$ cat src/rtl/power_accum.sv
// power_accum: windowed sum(u*i), sum(u*u), sum(i*i) with Avalon-MM readout; OFFSET_BINARY_EN selects straight-binary inputs
module power_accum #(
  parameter int DW    = 12,
  parameter int ACC_W = 40,
  parameter int WIN_W = 10
) (
  input  logic                 clk,
  input  logic                 rst_n,
  input  logic                 sample_valid,
  input  logic [DW-1:0]        u_sample,
  input  logic [DW-1:0]        i_sample,
  input  logic [3:0]           address,
  input  logic                 read,
  input  logic                 write,
  input  logic [31:0]          writedata,
  output logic [31:0]          readdata,
  output logic                 irq
);
`ifdef OFFSET_BINARY_EN
  localparam logic FLIP = 1'b1;
`else
  localparam logic FLIP = 1'b0;
`endif
  typedef enum logic {IDLE, RUN} state_t;
  state_t state;
  logic en, irq_en, done, overrun, v1, v2, hit;
  logic [WIN_W-1:0] window, win_act, count;
  logic signed [DW-1:0] u1, i1;
  logic signed [2*DW-1:0] p_ui, p_uu, p_ii;
  logic signed [ACC_W-1:0] acc_ui, acc_uu, acc_ii, sh_ui, sh_uu, sh_ii;
  logic signed [ACC_W-1:0] sum_ui, sum_uu, sum_ii;
  logic signed [63:0] x_ui, x_uu, x_ii;
  logic [31:0] rd_mux;
  logic wr_status, unused;
  assign wr_status = write && address == 4'd2;
  assign unused = ^writedata[31:WIN_W];
  assign irq = done & irq_en;
  assign sum_ui = acc_ui + ACC_W'(p_ui);
  assign sum_uu = acc_uu + ACC_W'(p_uu);
  assign sum_ii = acc_ii + ACC_W'(p_ii);
  assign hit = state == RUN && en && v2 && count + WIN_W'(1) == win_act;
  assign x_ui = 64'(sh_ui);
  assign x_uu = 64'(sh_uu);
  assign x_ii = 64'(sh_ii);
  // S1 captures (and optionally rebiases) samples, S2 forms the three products
  always_ff @(posedge clk or negedge rst_n) begin
    if (!rst_n) begin
      v1 <= 1'b0;
      v2 <= 1'b0;
      u1 <= '0;
      i1 <= '0;
      p_ui <= '0;
      p_uu <= '0;
      p_ii <= '0;
    end else begin
      v1 <= sample_valid & en;
      v2 <= v1 & en;
      if (sample_valid) begin
        u1 <= {u_sample[DW-1] ^ FLIP, u_sample[DW-2:0]};
        i1 <= {i_sample[DW-1] ^ FLIP, i_sample[DW-2:0]};
      end
      if (v1) begin
        p_ui <= u1 * i1;
        p_uu <= u1 * u1;
        p_ii <= i1 * i1;
      end
    end
  end
  // S3 accumulation, window boundary handling and status flags (a boundary set beats a same-cycle clear)
  always_ff @(posedge clk or negedge rst_n) begin
    if (!rst_n) begin
      state <= IDLE;
      win_act <= WIN_W'(1);
      count <= '0;
      acc_ui <= '0;
      acc_uu <= '0;
      acc_ii <= '0;
      sh_ui <= '0;
      sh_uu <= '0;
      sh_ii <= '0;
      done <= 1'b0;
      overrun <= 1'b0;
    end else begin
      done <= hit | (done & ~(wr_status & writedata[0]));
      overrun <= (hit & done) | (overrun & ~(wr_status & writedata[1]));
      case (state)
        IDLE: begin
          acc_ui <= '0;
          acc_uu <= '0;
          acc_ii <= '0;
          count <= '0;
          if (en) begin
            state <= RUN;
            win_act <= window;
          end
        end
        RUN: begin
          if (!en) begin
            state <= IDLE;
            acc_ui <= '0;
            acc_uu <= '0;
            acc_ii <= '0;
            count <= '0;
          end else if (hit) begin
            sh_ui <= sum_ui;
            sh_uu <= sum_uu;
            sh_ii <= sum_ii;
            acc_ui <= '0;
            acc_uu <= '0;
            acc_ii <= '0;
            count <= '0;
            win_act <= window;
          end else if (v2) begin
            acc_ui <= sum_ui;
            acc_uu <= sum_uu;
            acc_ii <= sum_ii;
            count <= count + WIN_W'(1);
          end
        end
        default: state <= IDLE;
      endcase
    end
  end
  // register file read decode
  always_comb begin
    rd_mux = '0;
    case (address)
      4'd0: rd_mux = {30'b0, irq_en, en};
      4'd1: rd_mux = {{(32-WIN_W){1'b0}}, window};
      4'd2: rd_mux = {30'b0, overrun, done};
      4'd3: rd_mux = x_ui[31:0];
      4'd4: rd_mux = x_ui[63:32];
      4'd5: rd_mux = x_uu[31:0];
      4'd6: rd_mux = x_uu[63:32];
      4'd7: rd_mux = x_ii[31:0];
      4'd8: rd_mux = x_ii[63:32];
      4'd9: rd_mux = {{(32-WIN_W){1'b0}}, count};
      default: rd_mux = '0;
    endcase
  end
  // control registers and registered read data (latency 1)
  always_ff @(posedge clk or negedge rst_n) begin
    if (!rst_n) begin
      en <= 1'b0;
      irq_en <= 1'b0;
      window <= WIN_W'(1);
      readdata <= '0;
    end else begin
      if (write && address == 4'd0) begin
        en <= writedata[0];
        irq_en <= writedata[1];
      end
      if (write && address == 4'd1)
        window <= writedata[WIN_W-1:0] == '0 ? WIN_W'(1) : writedata[WIN_W-1:0];
      if (read)
        readdata <= rd_mux;
    end
  end
endmodule

$ cat config.mk
export PLATFORM = sky130hd
export DESIGN_NAME = power_accum
export DESIGN_NICKNAME = d
export VERILOG_FILES = /design/src/rtl/power_accum.sv
export SDC_FILE = /design/constraint.sdc
export NUM_CORES = 2
export LEC_CHECK = 0
export CAP_MARGIN = 10
export CORE_MARGIN = 1
export CORE_UTILIZATION = 60
export CTS_CLUSTER_SIZE = 20
export DETAILED_ROUTE_END_ITERATION = 7
export HOLD_SLACK_MARGIN = 0.05
export PLACE_DENSITY = 0.78
export SYNTH_ARGS = -nofsm -noshare
export SYNTH_HDL_FRONTEND = slang
export SYNTH_SLANG_ARGS = --single-unit
$ cat constraint.sdc
create_clock -name clk -period 8.8 [get_ports clk]
set_input_delay 0.88 -clock clk [delete_from_list [all_inputs] [get_ports clk]]
set_output_delay 0.88 -clock clk [all_outputs]
set_load 0.02 [all_outputs]
==> run metrics <==
Die H=249.6 um; final hold vios=0; TritonCTS clock tree=done; reg2reg start=u1[3]; share of cells above drive strength 1=0.06784; residual DRC count=1; start point of the critical path=u1[3]; number of vias per cell=5.917; Async S/R FF share, synth=1.000; Skew-Pair Late Insertion Delay=0.61 ns; cell area after layout=39800 um^2; Mapped Avg Cell Area=9.608 um^2; post-synth net total=4558; 1st-pass router iterations=8; combinational power share=0.715; # Post-CTS Setup Buffers=0; nets=4556; Layout area overhead=8.180%; pwr dens=396.2 nW/um^2; Routed WL=87680 um; Clock Pin Slew Worst Setup and Hold Paths=0.06 ns; Critical Path Sink Type=register; clk root buf=clkbuf_16; count of different cell masters after synthesis=86; Total GRT Usage=0.2958; Post-Syn Area=36790 um^2; Post-synth EDFFs=0; CTS Sinks=403; crit path kind=register to register; port bufs=75; #FFs+latches synth=403; clock skew=0.04351 ns; # diodes=0; max cap viols=0; deepest clock path buffer count=3; Die Wd=249.6 um; Reg2Reg Setup Slack=2.16 ns; I/O pins=98; register area share after synthesis=0.2742; Slowest cell on crit path=dfrtp_1; Post-CTS Resized=0; clock buffer count from CTS=47; reg2reg end=p_uu[22]; leakage power=20.08 nW; Starting Density=0.6084; # hold bufs at CTS=0; total power=15.77 mW; status=finished with violations; hpwl dp=64740 um; Pint=8.424 mW; row count=90; RSZ-0062 raised after global routing=false; die area=62310 um^2; Worst EP arrival=7.13 ns; via count=27480; Final Non-Filler Cells=4644; Reg power frac=0.153; Slew Limit Fails=0; Hold WC Path Type=input port to async pin; Final TNS setup=0 ns; Max Fclk=150.5 MHz; Core Area=60470 um^2; Congestion Overflow GR=0; initial detailed-routing violation count=2253; worst path required time=9.29 ns; failing checks=DRC; routability congestion estimate=0.9410; CP peak stage delay=1.05 ns; Synth area leader=dfrtp_1; placed cell areas=38130 um^2; crit-path cells=nand2_1 -> inv_1 -> fa_1 -> fa_1 -> inv_1 -> fa_1 -> inv_1 -> fa_1 -> inv_1 -> fa_1 -> inv_1 -> ha_1 -> a21o_1 -> a21oi_1 -> o22ai_1 -> o41ai_1 -> o211a_1 -> nor4b_1 -> o41ai_1 -> xor2_1 -> mux2_2; H-tree levels=2; R2R depth=21; Setup crit end=p_uu[22]; endpoints failing setup=0; Post-DRT Antenna Nets=0; Post-Synthesis Cells=3829; crit path time final=6.643 ns; worst-path fanout max=26; fin crit share=0.7549; switching power=7.342 mW; worst-margin pin slew=1.210 ns; top cells by area, synth=dfrtp_1 (27%), fa_1 (21%), ha_1 (9.4%); Final Util=0.6581; Worst VDD drop=1.023 mV; clock network fraction of total power=0.132; relative slew slack=0.1916; placed insts=4559; first-pass GRT wire length=148300 um; Top FF cell, synth=dfrtp_1; Ys Warns=0; drt wl/cell=18.88 um; Yosys top cell area share=0.2728; CP startpoint kind=register; initial antenna violation count=0; switching portion of total power=0.4657; pin count of the biggest net entering global routing=131; vias in the first global route=29060
[worst min-delay path by stage]
stage	start	end	slack (ns)
after floorplan	en	state	0.35
after global placement	sh_uu[23]	sh_uu[23]	0.46
after detailed placement	sh_uu[24]	sh_uu[24]	0.46
after CTS	rst_n	acc_uu[12]	0.34
after global routing	rst_n	acc_uu[37]	0.37
final	rst_n	acc_uu[37]	0.32
[per-stage QoR]
| step | setup slack [ns] | hold slack, ns |
|---|---|---|
| floorplan | 2.869 | 0.3519 |
| global placement | 2.381 | 0.4570 |
| detailed placement | 2.205 | 0.4630 |
| CTS | 2.189 | 0.3437 |
| global route | 1.873 | 0.3743 |
| finish | 2.157 | 0.3216 |
[Yosys cell counts, types with 31 or more instances]
master,number
a22o_1,104
ha_1,277
o21ai_0,170
nor2_1,113
nor3_1,31
and2_1,121
a21oi_1,123
dfrtp_1,401
mux2_2,114
xor2_1,56
nand2_1,538
clkbuf_1,123
inv_1,561
a21o_1,94
nand3_1,43
fa_1,387
xnor2_1,137
[registers in the layout (all words and copies together), names as in the netlist, 12 cells and up]
name      flops
p_ui         24
sh_uu        40
acc_ii       40
acc_uu       40
readdata     32
u1           12
sh_ii        40
acc_ui       40
p_uu         23
sh_ui        40
p_ii         23
i1           12
[power by group through the flow]
stage | logic [mW] | clock network [mW] | registers (mW)
2_1_floorplan | 8.89 | 0 | 2.29
6_report | 11.3 | 2.08 | 2.41
4_1_cts | 11.3 | 2.11 | 2.41
5_1_grt | 12.9 | 2.18 | 2.44
3_5_place_dp | 11.2 | 0 | 2.44
3_3_place_gp | 10.9 | 0 | 2.44
[cells in the final DEF (no fill, tap or decap), types with 73 or more instances in the layout]
cell type and count:
a21o_1 94, ha_1 277, fa_1 387, and2_1 121, o21ai_0 170, a22o_1 104
clkdlybuf4s50_1 73, inv_1 561, dfrtp_1 400, mux2_2 114, nand2_1 538, a21oi_1 122
xnor2_1 137, nor2_1 111
[worst max-delay path, delay by kind of cell, from the launching register on]
family	cells	cell delay (ns)
AOI/OAI and AO/OA	6	1.57
xor gates and xnor gates	1	0.15
adders and majority gates	6	2.65
buffers and inverters	5	0.35
DFF	1	1.05
muxes	1	0.27
and+or+nand+nor	2	0.49
[per-layer routing]
| layer | up-vias | track usage | routed length (um) |
|---|---|---|---|
| li1 | 12630 | - | - |
| met1 | 13830 | 0.3917 | 36270 |
| met2 | 817 | 0.5019 | 43010 |
| met3 | 197 | 0.03890 | 5333 |
| met4 | 0 | 0.1023 | 3075 |
| met5 | - | 0 | 0 |
[cell type report]
type | count | area, um^2
multi-input combinational | 2704 | 23940
sequential | 403 | 10090
clock buffer | 60 | 1295
fill | 4757 | 20670
clock inverter | 24 | 359.1
inverter | 563 | 2113
timing repair buffer | 108 | 1018
tap | 782 | 978.4
[logic make-up (layout without fill, tap and decap cells)]
group	after synthesis	after routing	synth area share
XOR/XNOR	194	194	0.04656
AO/OA/AOI/OAI	731	731	0.1370
multiplexers	131	131	0.03969
flip-flops	403	403	0.2742
adder cells (fa/ha/maj)	664	664	0.3048
AND/OR/NAND/NOR	984	984	0.1222
buffers and inverters	722	755	0.07550
Power figures use the tool's default switching activity.
